### src/rtl/clpoly_div.sv
// Iterative carry-less (GF(2) polynomial) divider.
// Produces Quot and Rem with A = clmul(Quot, B) xor Rem and deg(Rem) < deg(B),
// one quotient bit per clock, behind a Start/Busy/Done handshake.
// With W64 set (WIDTH=64 only) the low 32 bits of A and B are used and both
// results are sign-extended from bit 31.
module clpoly_div #(
  parameter int WIDTH = 32
) (
  input  logic             clk,
  input  logic             reset,
  input  logic             Start,
  input  logic             Flush,
  input  logic             W64,
  input  logic [WIDTH-1:0] A,
  input  logic [WIDTH-1:0] B,
  output logic             Busy,
  output logic             Done,
  output logic             DivZero,
  output logic [WIDTH-1:0] Quot,
  output logic [WIDTH-1:0] Rem
);

  localparam int CW = $clog2(WIDTH);

  localparam logic [1:0] IDLE = 2'd0;
  localparam logic [1:0] BUSY = 2'd1;
  localparam logic [1:0] DONE = 2'd2;

  // Index of the highest set bit; zero when no bit is set.
  function automatic logic [CW-1:0] msb_index(input logic [WIDTH-1:0] v);
    logic [CW-1:0] idx;
    idx = {CW{1'b0}};
    for (int i = 0; i < WIDTH; i++) begin
      if (v[i]) idx = CW'(i);
    end
    return idx;
  endfunction

  // Keep bits [31:0], clear everything above.
  function automatic logic [WIDTH-1:0] zext32(input logic [WIDTH-1:0] v);
    logic [WIDTH-1:0] r;
    r = {WIDTH{1'b0}};
    r[31:0] = v[31:0];
    return r;
  endfunction

  // Replicate bit 31 into every bit above it.
  function automatic logic [WIDTH-1:0] sext32(input logic [WIDTH-1:0] v);
    logic [WIDTH-1:0] r;
    r = v;
    for (int i = 32; i < WIDTH; i++) begin
      r[i] = v[31];
    end
    return r;
  endfunction

  logic [1:0]       state_r;
  logic [CW-1:0]    cnt_r;
  logic [CW-1:0]    d_r;
  logic             w64_r;
  logic [WIDTH-1:0] dividend_r;
  logic [WIDTH-1:0] divisor_r;
  logic [WIDTH-1:0] p_r;
  logic [WIDTH-1:0] q_r;
  logic             busy_r;
  logic             done_r;
  logic             divzero_r;
  logic [WIDTH-1:0] quot_r;
  logic [WIDTH-1:0] rem_r;

  logic             w64_s;
  logic [WIDTH-1:0] a_eff_s;
  logic [WIDTH-1:0] b_eff_s;
  logic [CW-1:0]    load_cnt_s;
  logic [WIDTH-1:0] t_s;
  logic [WIDTH-1:0] p_next_s;
  logic [WIDTH-1:0] q_next_s;
  logic             qbit_s;

  // Word-mode decode: W64 only has meaning in a 64-bit build.
  always_comb begin
    w64_s = 1'b0;
    if (WIDTH == 64) begin
      w64_s = W64;
    end else begin
      w64_s = 1'b0;
    end
    if (w64_s) begin
      a_eff_s    = zext32(A);
      b_eff_s    = zext32(B);
      load_cnt_s = CW'(31);
    end else begin
      a_eff_s    = A;
      b_eff_s    = B;
      load_cnt_s = CW'(WIDTH - 1);
    end
  end

  // One long-division step: bring down the next dividend bit, subtract
  // (xor) the divisor when the partial remainder reaches its degree.
  always_comb begin
    t_s = {p_r[WIDTH-2:0], dividend_r[cnt_r]};
    if (t_s[d_r]) begin
      p_next_s = t_s ^ divisor_r;
      qbit_s   = 1'b1;
    end else begin
      p_next_s = t_s;
      qbit_s   = 1'b0;
    end
    q_next_s = {q_r[WIDTH-2:0], qbit_s};
  end

  // Control FSM, datapath registers and registered outputs.
  always_ff @(posedge clk) begin
    if (reset) begin
      state_r    <= IDLE;
      cnt_r      <= {CW{1'b0}};
      d_r        <= {CW{1'b0}};
      w64_r      <= 1'b0;
      dividend_r <= {WIDTH{1'b0}};
      divisor_r  <= {WIDTH{1'b0}};
      p_r        <= {WIDTH{1'b0}};
      q_r        <= {WIDTH{1'b0}};
      busy_r     <= 1'b0;
      done_r     <= 1'b0;
      divzero_r  <= 1'b0;
      quot_r     <= {WIDTH{1'b0}};
      rem_r      <= {WIDTH{1'b0}};
    end else if (Flush) begin
      // Abort wins over both a new Start and a completing iteration.
      state_r <= IDLE;
      busy_r  <= 1'b0;
      done_r  <= 1'b0;
    end else begin
      case (state_r)
        IDLE, DONE: begin
          if (Start) begin
            dividend_r <= a_eff_s;
            divisor_r  <= b_eff_s;
            d_r        <= msb_index(b_eff_s);
            w64_r      <= w64_s;
            p_r        <= {WIDTH{1'b0}};
            q_r        <= {WIDTH{1'b0}};
            cnt_r      <= load_cnt_s;
            if (b_eff_s == {WIDTH{1'b0}}) begin
              // Division by zero completes immediately.
              state_r   <= DONE;
              busy_r    <= 1'b0;
              done_r    <= 1'b1;
              divzero_r <= 1'b1;
              quot_r    <= {WIDTH{1'b0}};
              rem_r     <= w64_s ? sext32(a_eff_s) : a_eff_s;
            end else begin
              state_r   <= BUSY;
              busy_r    <= 1'b1;
              done_r    <= 1'b0;
              divzero_r <= 1'b0;
            end
          end else begin
            state_r <= IDLE;
            busy_r  <= 1'b0;
            done_r  <= 1'b0;
          end
        end
        BUSY: begin
          // Start is deliberately not looked at here.
          p_r   <= p_next_s;
          q_r   <= q_next_s;
          cnt_r <= cnt_r - CW'(1);
          if (cnt_r == {CW{1'b0}}) begin
            state_r <= DONE;
            busy_r  <= 1'b0;
            done_r  <= 1'b1;
            quot_r  <= w64_r ? sext32(q_next_s) : q_next_s;
            rem_r   <= w64_r ? sext32(p_next_s) : p_next_s;
          end else begin
            state_r <= BUSY;
            busy_r  <= 1'b1;
            done_r  <= 1'b0;
          end
        end
        default: begin
          state_r <= IDLE;
          busy_r  <= 1'b0;
          done_r  <= 1'b0;
        end
      endcase
    end
  end

  assign Busy    = busy_r;
  assign Done    = done_r;
  assign DivZero = divzero_r;
  assign Quot    = quot_r;
  assign Rem     = rem_r;

endmodule

### config.mk
export PLATFORM = sky130hd
export DESIGN_NAME = clpoly_div
export DESIGN_NICKNAME = d
export VERILOG_FILES = /design/src/rtl/clpoly_div.sv
export SDC_FILE = /design/constraint.sdc
export NUM_CORES = 1
export LEC_CHECK = 0
export BUFFER_PORTS_ARGS = -buffer_cell sky130_fd_sc_hd__buf_2
export CAP_MARGIN = 10
export CORE_MARGIN = 2
export CORE_UTILIZATION = 38
export CTS_CLUSTER_DIAMETER = 100
export DETAILED_ROUTE_END_ITERATION = 16
export HOLD_SLACK_MARGIN = 0.03
export PLACE_DENSITY = 0.58
export SLEW_MARGIN = 20
export SYNTH_ARGS = -nofsm -noshare
export SYNTH_HDL_FRONTEND = slang
export SYNTH_SLANG_ARGS = --single-unit
export TNS_END_PERCENT = 30
### constraint.sdc
create_clock -name clk -period 2.3 [get_ports clk]
set_input_delay 0.23 -clock clk [delete_from_list [all_inputs] [get_ports clk]]
set_output_delay 0.23 -clock clk [all_outputs]
set_load 0.01 [all_outputs]
# [Yosys cells after proc, flatten, opt, wreduce, memory -nomap -nowiden]
# Index checks and enable logic that the tools add are counted.
[classes] n_addsub=1 n_lt_le_gt_ge=2 eq_ne=5 n_mux=62 bitwise_logic=2 n_reduce_logical=9
[ops] operator="$mux 32" count=7
[ops] operator="$mux 5" count=31
[ops] operator="$pmux 32 s2" count=2
[ops] operator="$pmux 31 s2" count=2
[ops] operator="$logic_not 32->1" count=1
[ops] operator="$xor 32x32->32" count=1
[ops] operator="$mux 31" count=1
[ops] operator="$lt 5x6->1 const B" count=2
[ops] operator="$bmux 1 s5" count=2
[ops] operator="$mux 1" count=10
[ops] operator="$pmux 5 s2" count=1
[ops] operator="$mux 2" count=3
[ops] operator="$ne 2x2->1 const B" count=3
[ops] operator="$reduce_and 3->1" count=2
[ops] operator="$logic_not 5->1" count=1
[ops] operator="$reduce_and 5->1" count=1
[ops] operator="$sub 5x1->5 const B" count=1
[ops] operator="$pmux 1 s2" count=2
[ops] operator="$pmux 2 s2" count=1
[ops] operator="$reduce_or 2->1" count=2
[ops] operator="$eq 2x1->1 const B" count=1
[ops] operator="$eq 2x2->1 const B" count=1
[ops] operator="$logic_not 2->1" count=1
[ops] operator="$reduce_bool 2->1" count=1
[ops] operator="$not 1->1" count=1
[word_totals] regBits=205 inputBits=69 output_inout_bits=67 elab_cells=93

# [Longest topological paths before layout]
[logic_depth] depth_word=31 ltp_mapped=11 mapped_depth_nobuf=8

# [Worst setup path before layout]
# Ideal clock, no wire load.
[synth_timing] kind="reg2reg" from="reg d_r[0]" to="reg rem_r[24] (netlist: Rem[24])" setup_time_ns=0.136 arrival_time_ns=2.189 required_ns=2.164 setup_slack_ns=-0.025 path_stages_with_launch=10 n_path_buf=2 synth_period_minus_slack_ns=2.325 cell_sequence="dfxtp_1 mux4_2 a221oi_2 nor2_1 o31a_1 buf_6 buf_4 nand3_2 xor2_1 a211oi_2"
[synth_via] elab_chain_len=5
[synth_lines] element="from (decl)" line_no="59" source="logic [CW-1:0] d_r;"
[synth_lines] element="from (signal assigned)" line_no="118" source="d_r <= {CW{1'b0}};"
[synth_lines] element="from (signal assigned)" line_no="140" source="d_r <= msb_index(b_eff_s);"
[synth_lines] element="$bmux 1 s5" line_no="103" source="if (t_s[d_r]) begin"
[synth_lines] element="$mux 1 (not written as such)" line_no="103"
[synth_lines] element="$mux 32" line_no="103"
[synth_lines] element="$mux 32" line_no="170" source="if (cnt_r == {CW{1'b0}}) begin"
[synth_lines] element="$pmux 32 s2" line_no="135" source="case (state_r)"
[synth_lines] element="to (signal assigned)" line_no="128" source="rem_r <= {WIDTH{1'b0}};"
[synth_lines] element="to (signal assigned)" line_no="152" source="rem_r <= w64_s ? sext32(a_eff_s) : a_eff_s;"
[synth_lines] element="to (signal assigned)" line_no="175" source="rem_r <= w64_r ? sext32(p_next_s) : p_next_s;"
[synth_lines] element="to (decl)" line_no="69" source="logic [WIDTH-1:0] rem_r;"
# No other way between the ends. The select of a mux whose other input is x is not followed.
# A chain may end at the register's enable or synchronous reset.

# [Worst setup path after layout]
[layout_timing] from="reg cnt_r[1]" to="reg rem_r[9] (netlist: Rem[9])"
[layout_via] elab_chain_len=7 word_cells_on_any_way=10 cone_classes="eq/ne (1); mux (7); reduce/logical (2)"
[layout_lines] element="from (decl)" line_no="58" source="logic [CW-1:0] cnt_r;"
[layout_lines] element="from (signal assigned)" line_no="117" source="cnt_r <= {CW{1'b0}};"
[layout_lines] element="from (signal assigned)" line_no="144" source="cnt_r <= load_cnt_s;"
[layout_lines] element="from (signal assigned)" line_no="169" source="cnt_r <= cnt_r - CW'(1);"
[layout_lines] element="$bmux 1 s5" line_no="102" source="t_s = {p_r[WIDTH-2:0], dividend_r[cnt_r]};"
[layout_lines] element="$mux 1 (not written as such)" line_no="102"
[layout_lines] element="$bmux 1 s5" line_no="103"
[layout_lines] element="$mux 1 (not written as such)" line_no="103"
[layout_lines] element="$mux 32" line_no="103"
[layout_lines] element="$mux 32" line_no="170"
[layout_lines] element="$pmux 32 s2" line_no="135"
# Several ways; a longest one is shown, not always the timed one. The select of a mux whose other input is x is not followed.

==> impl_metrics.toml <==
[sta]
grt_setup_unrepaired = "true"
finClkSkew_ns = 0.009682
worst-slew-pin-transition_ns = 1.044
finalSetupViolCount = 63
period_share_pct = 106.2
fmax_mhz = 409.3
final.min_clock_period_ns = 2.443
fin_ws_ns = -0.1434
setup_tns_ns = -5.291
drv_slew = 0
maxSlewHeadroom_pct = 30.40
hold_violations = 0

[final_layout]
fillers = 2081
final_area_mm2 = 0.01141
n_antenna_cell = 0
fin_nets = 1283
syn_to_final_growth_pct = 33.30
drive_gt1_share_pct = 23.78

[worst_setup_path]
r2r_cells = 10
crit_cells = 10
critPathMaxFanout = 17
start_kind = "flip-flop"
worst-path-buf-inv = 3
worst_path_largest_cell_delay_ns = 0.35
worstReg2RegEnd = "Rem[9]"
crit_slowest_cell = "dfxtp_2"
worst-r2r-setup-slack_ns = -0.14
required_ns = 2.70
crit_start = "cnt_r[1]"
crit_family = "compound AO/OA/AOI/OAI gates"
endpoint_kind = "flip-flop"
cp.arrival_ns = 2.85
crit_type = "reg2reg"
cp_cell_sequence = "buf_4 -> mux4_2 -> nand2_1 -> a32o_1 -> o31ai_4 -> buf_6 -> buf_12 -> nand3_1 -> xor2_2 -> a211oi_1"
regToRegStartpoint = "cnt_r[1]"
endpoint = "Rem[9]"

[routing]
drt-pass1-iter-count = 5
dr_total_vias = 7788
wl_mm = 24.63
drc_errors = 0
drtIter0Drc = 478
via_per_inst = 5.164
wire_per_inst_um = 16.33
antenna_left = 0

[outcome]
outcome = "finished with violations"
violations = "setup timing"

[global_route]
grt_use_met2_pct = 31.90
grt.busiest_layer = "met2"
met1_usage_pct = 29.10
grt_pass1_vias = 7502
grt_pass1_wl_mm = 39.31
antenna_found_initial = 0
overflow = 0
grt_max_degree = 88
grt_usage_pct = 20.15
grt_use_met3_pct = 2.565

[synthesis]
syn_inst = 1022
synth-main-ff-cell = "dfxtp_1"
avgSynthCellArea_um2 = 8.379
syn_nets = 1092
ys_ff_latch = 203
synth-edff-count = 0
yosys_warnings = 0
syn-cell-area_mm2 = 0.008563
async_reset_ff_share_pct = 0
synth_cell_type_count = 59
yosysSeqAreaShare_pct = 47.46

[clock_tree]
clk_path_buf_depth = 3
cts_tree = "done"
root_buffer = "clkbuf_16"
htree_num_levels = 1
clkSlewWorstSetupHoldPaths_ns = 0.06
cts.sink_count = 203
clock_latency_ns = 0.50
cts_made_buffers = 22

[pwr]
p_leak_nw = 4.337
pwr_density_cell_mw_per_mm2 = 706.5
power_mw = 8.065
max-vdd-ir-drop_mv = 0.3937

[floorplanning]
io-pin-count = 136
die_area_mm2 = 0.02375
core-area_mm2 = 0.02196
rows = 54
fp.dieW_um = 154.1
initial_core_util_pct = 39.00
die_h_um = 154.1

[place]
dp.final_hpwl_mm = 16.72
place_area_mm2 = 0.009697
io_buffers = 134
gp_congestion = 0.8424

[min_path]
hold_path_class = "in2reg"

[job]
cap_violations = 0
[final cells by class]
class | instances | area (um2) | share of cell area, %
multi-input cells | 728 | 4415 | 38.68
flip-flops and latches | 203 | 4070 | 35.66
repair buffers | 248 | 1827 | 16.00
clock buffers | 34 | 686.9 | 6.018
well taps | 280 | 350.3 | 3.069
inverters | 10 | 37.54 | 0.3288
clock inverters | 5 | 27.53 | 0.2411
[cell usage in the layout (no fill, tap or decap), drive strengths merged, types with 2 or more instances in the layout]
cell / count
nand2b: 6
nand3: 66
or2: 2
xor2: 33
or4: 2
a22o: 31
clkbuf: 35
a2111oi: 2
inv: 10
o31a: 2
dfxtp: 203
o32ai: 2
nand4: 2
o31ai: 3
nand2: 206
mux2i: 7
dlygate4sd3: 61
nor3: 14
o21ai: 39
nor2: 88
clkinv: 4
mux4: 13
nor2b: 4
a211oi: 36
buf: 185
nor4: 10
a21oi: 136
a31oi: 3
[tightest hold or removal path, stage by stage]
cell	delay, ns
buf_2	0.13
nor2_1	0.05
nand2_1	0.05
o21ai_0	0.07
[cell families after synthesis]
family | Yosys count | share of synthesized area (%)
AOI/OAI and AO/OA | 267 | 19.43
xor gates and xnor gates | 33 | 3.375
adders and majority gates | 1 | 0.1461
buffers and inverters | 91 | 4.807
DFF | 203 | 47.46
muxes | 21 | 4.500
and+or+nand+nor | 406 | 20.28
[power breakdown]
group          leakage, nW  internal, mW  switching, mW
Clock                0.354          2.05           1.39
Sequential            1.65          3.60         0.0676
Combinational         2.34         0.409          0.549
Total                 4.34          6.05           2.01
[cell usage after synthesis, drive strengths merged, types with 4 or more instances]
| library cell | instances | area share (%) |
|---|---|---|
| a211oi | 36 | 3.3 |
| a21oi | 136 | 7.9 |
| a22o | 31 | 3.2 |
| buf | 22 | 1.8 |
| clkbuf | 59 | 2.6 |
| dfxtp | 203 | 47 |
| inv | 10 | 0.44 |
| mux2i | 7 | 0.82 |
| mux4 | 13 | 3.6 |
| nand2 | 206 | 9.0 |
| nand2b | 6 | 0.44 |
| nand3 | 66 | 3.9 |
| nor2 | 88 | 3.9 |
| nor2b | 4 | 0.29 |
| nor3 | 14 | 0.88 |
| nor4 | 10 | 0.91 |
| o21ai | 39 | 2.3 |
| xor2 | 33 | 3.4 |
[flip-flops by register name (all words and copies together), names as in the netlist]
register / count
p_r: 31
d_r: 5
q_r: 31
DivZero: 1
Done: 1
cnt_r: 5
dividend_r: 32
Quot: 32
state_r: 1
divisor_r: 32
Rem: 32
[per-stage QoR]
| step | std cells | hold slack, ns | utilization [%] | setup WS, ns |
|---|---|---|---|---|
| after floorplan | 1022 | 0.3660 | - | 0.03205 |
| after global placement | 1403 | 0.4366 | 44.16 | -0.1678 |
| after CTS | 1504 | 0.04615 | 50.67 | -0.1077 |
| after global routing | 1508 | 0.08294 | 51.98 | -0.2597 |
| after detailed placement | 1403 | 0.4407 | 44.16 | -0.1739 |
| final | 1508 | 0.07787 | 51.98 | -0.1434 |
[how the worst min path moves through the flow]
stage,start,to,cells past startpoint
after floorplan,A[10],dividend_r[10],2
after detailed placement,Quot[8],Quot[8],2
after CTS,B[25],d_r[1],4
final,B[25],d_r[1],4
after global placement,Quot[29],Quot[29],2
after global routing,B[25],d_r[1],4
[metal layers]
layer / vias to the layer above / wire length, um
met4: 0 / 488
met2: 179 / 11280
met1: 3657 / 11880
met3: 37 / 983
li1: 3915 / -
met5: - / 0
[what timing repair did]
item / CTS / global route
gates cloned: 0 / 2
hold buffers: 62 / 0
gates resized for setup: 15 / 44
endpoints found under the hold margin: 62 / 0
pin swaps: 11 / 16
setup buffers: 0 / 2
setup endpoints to repair: 65 / 96
No activity file was read; power rests on OpenSTA's default activity.
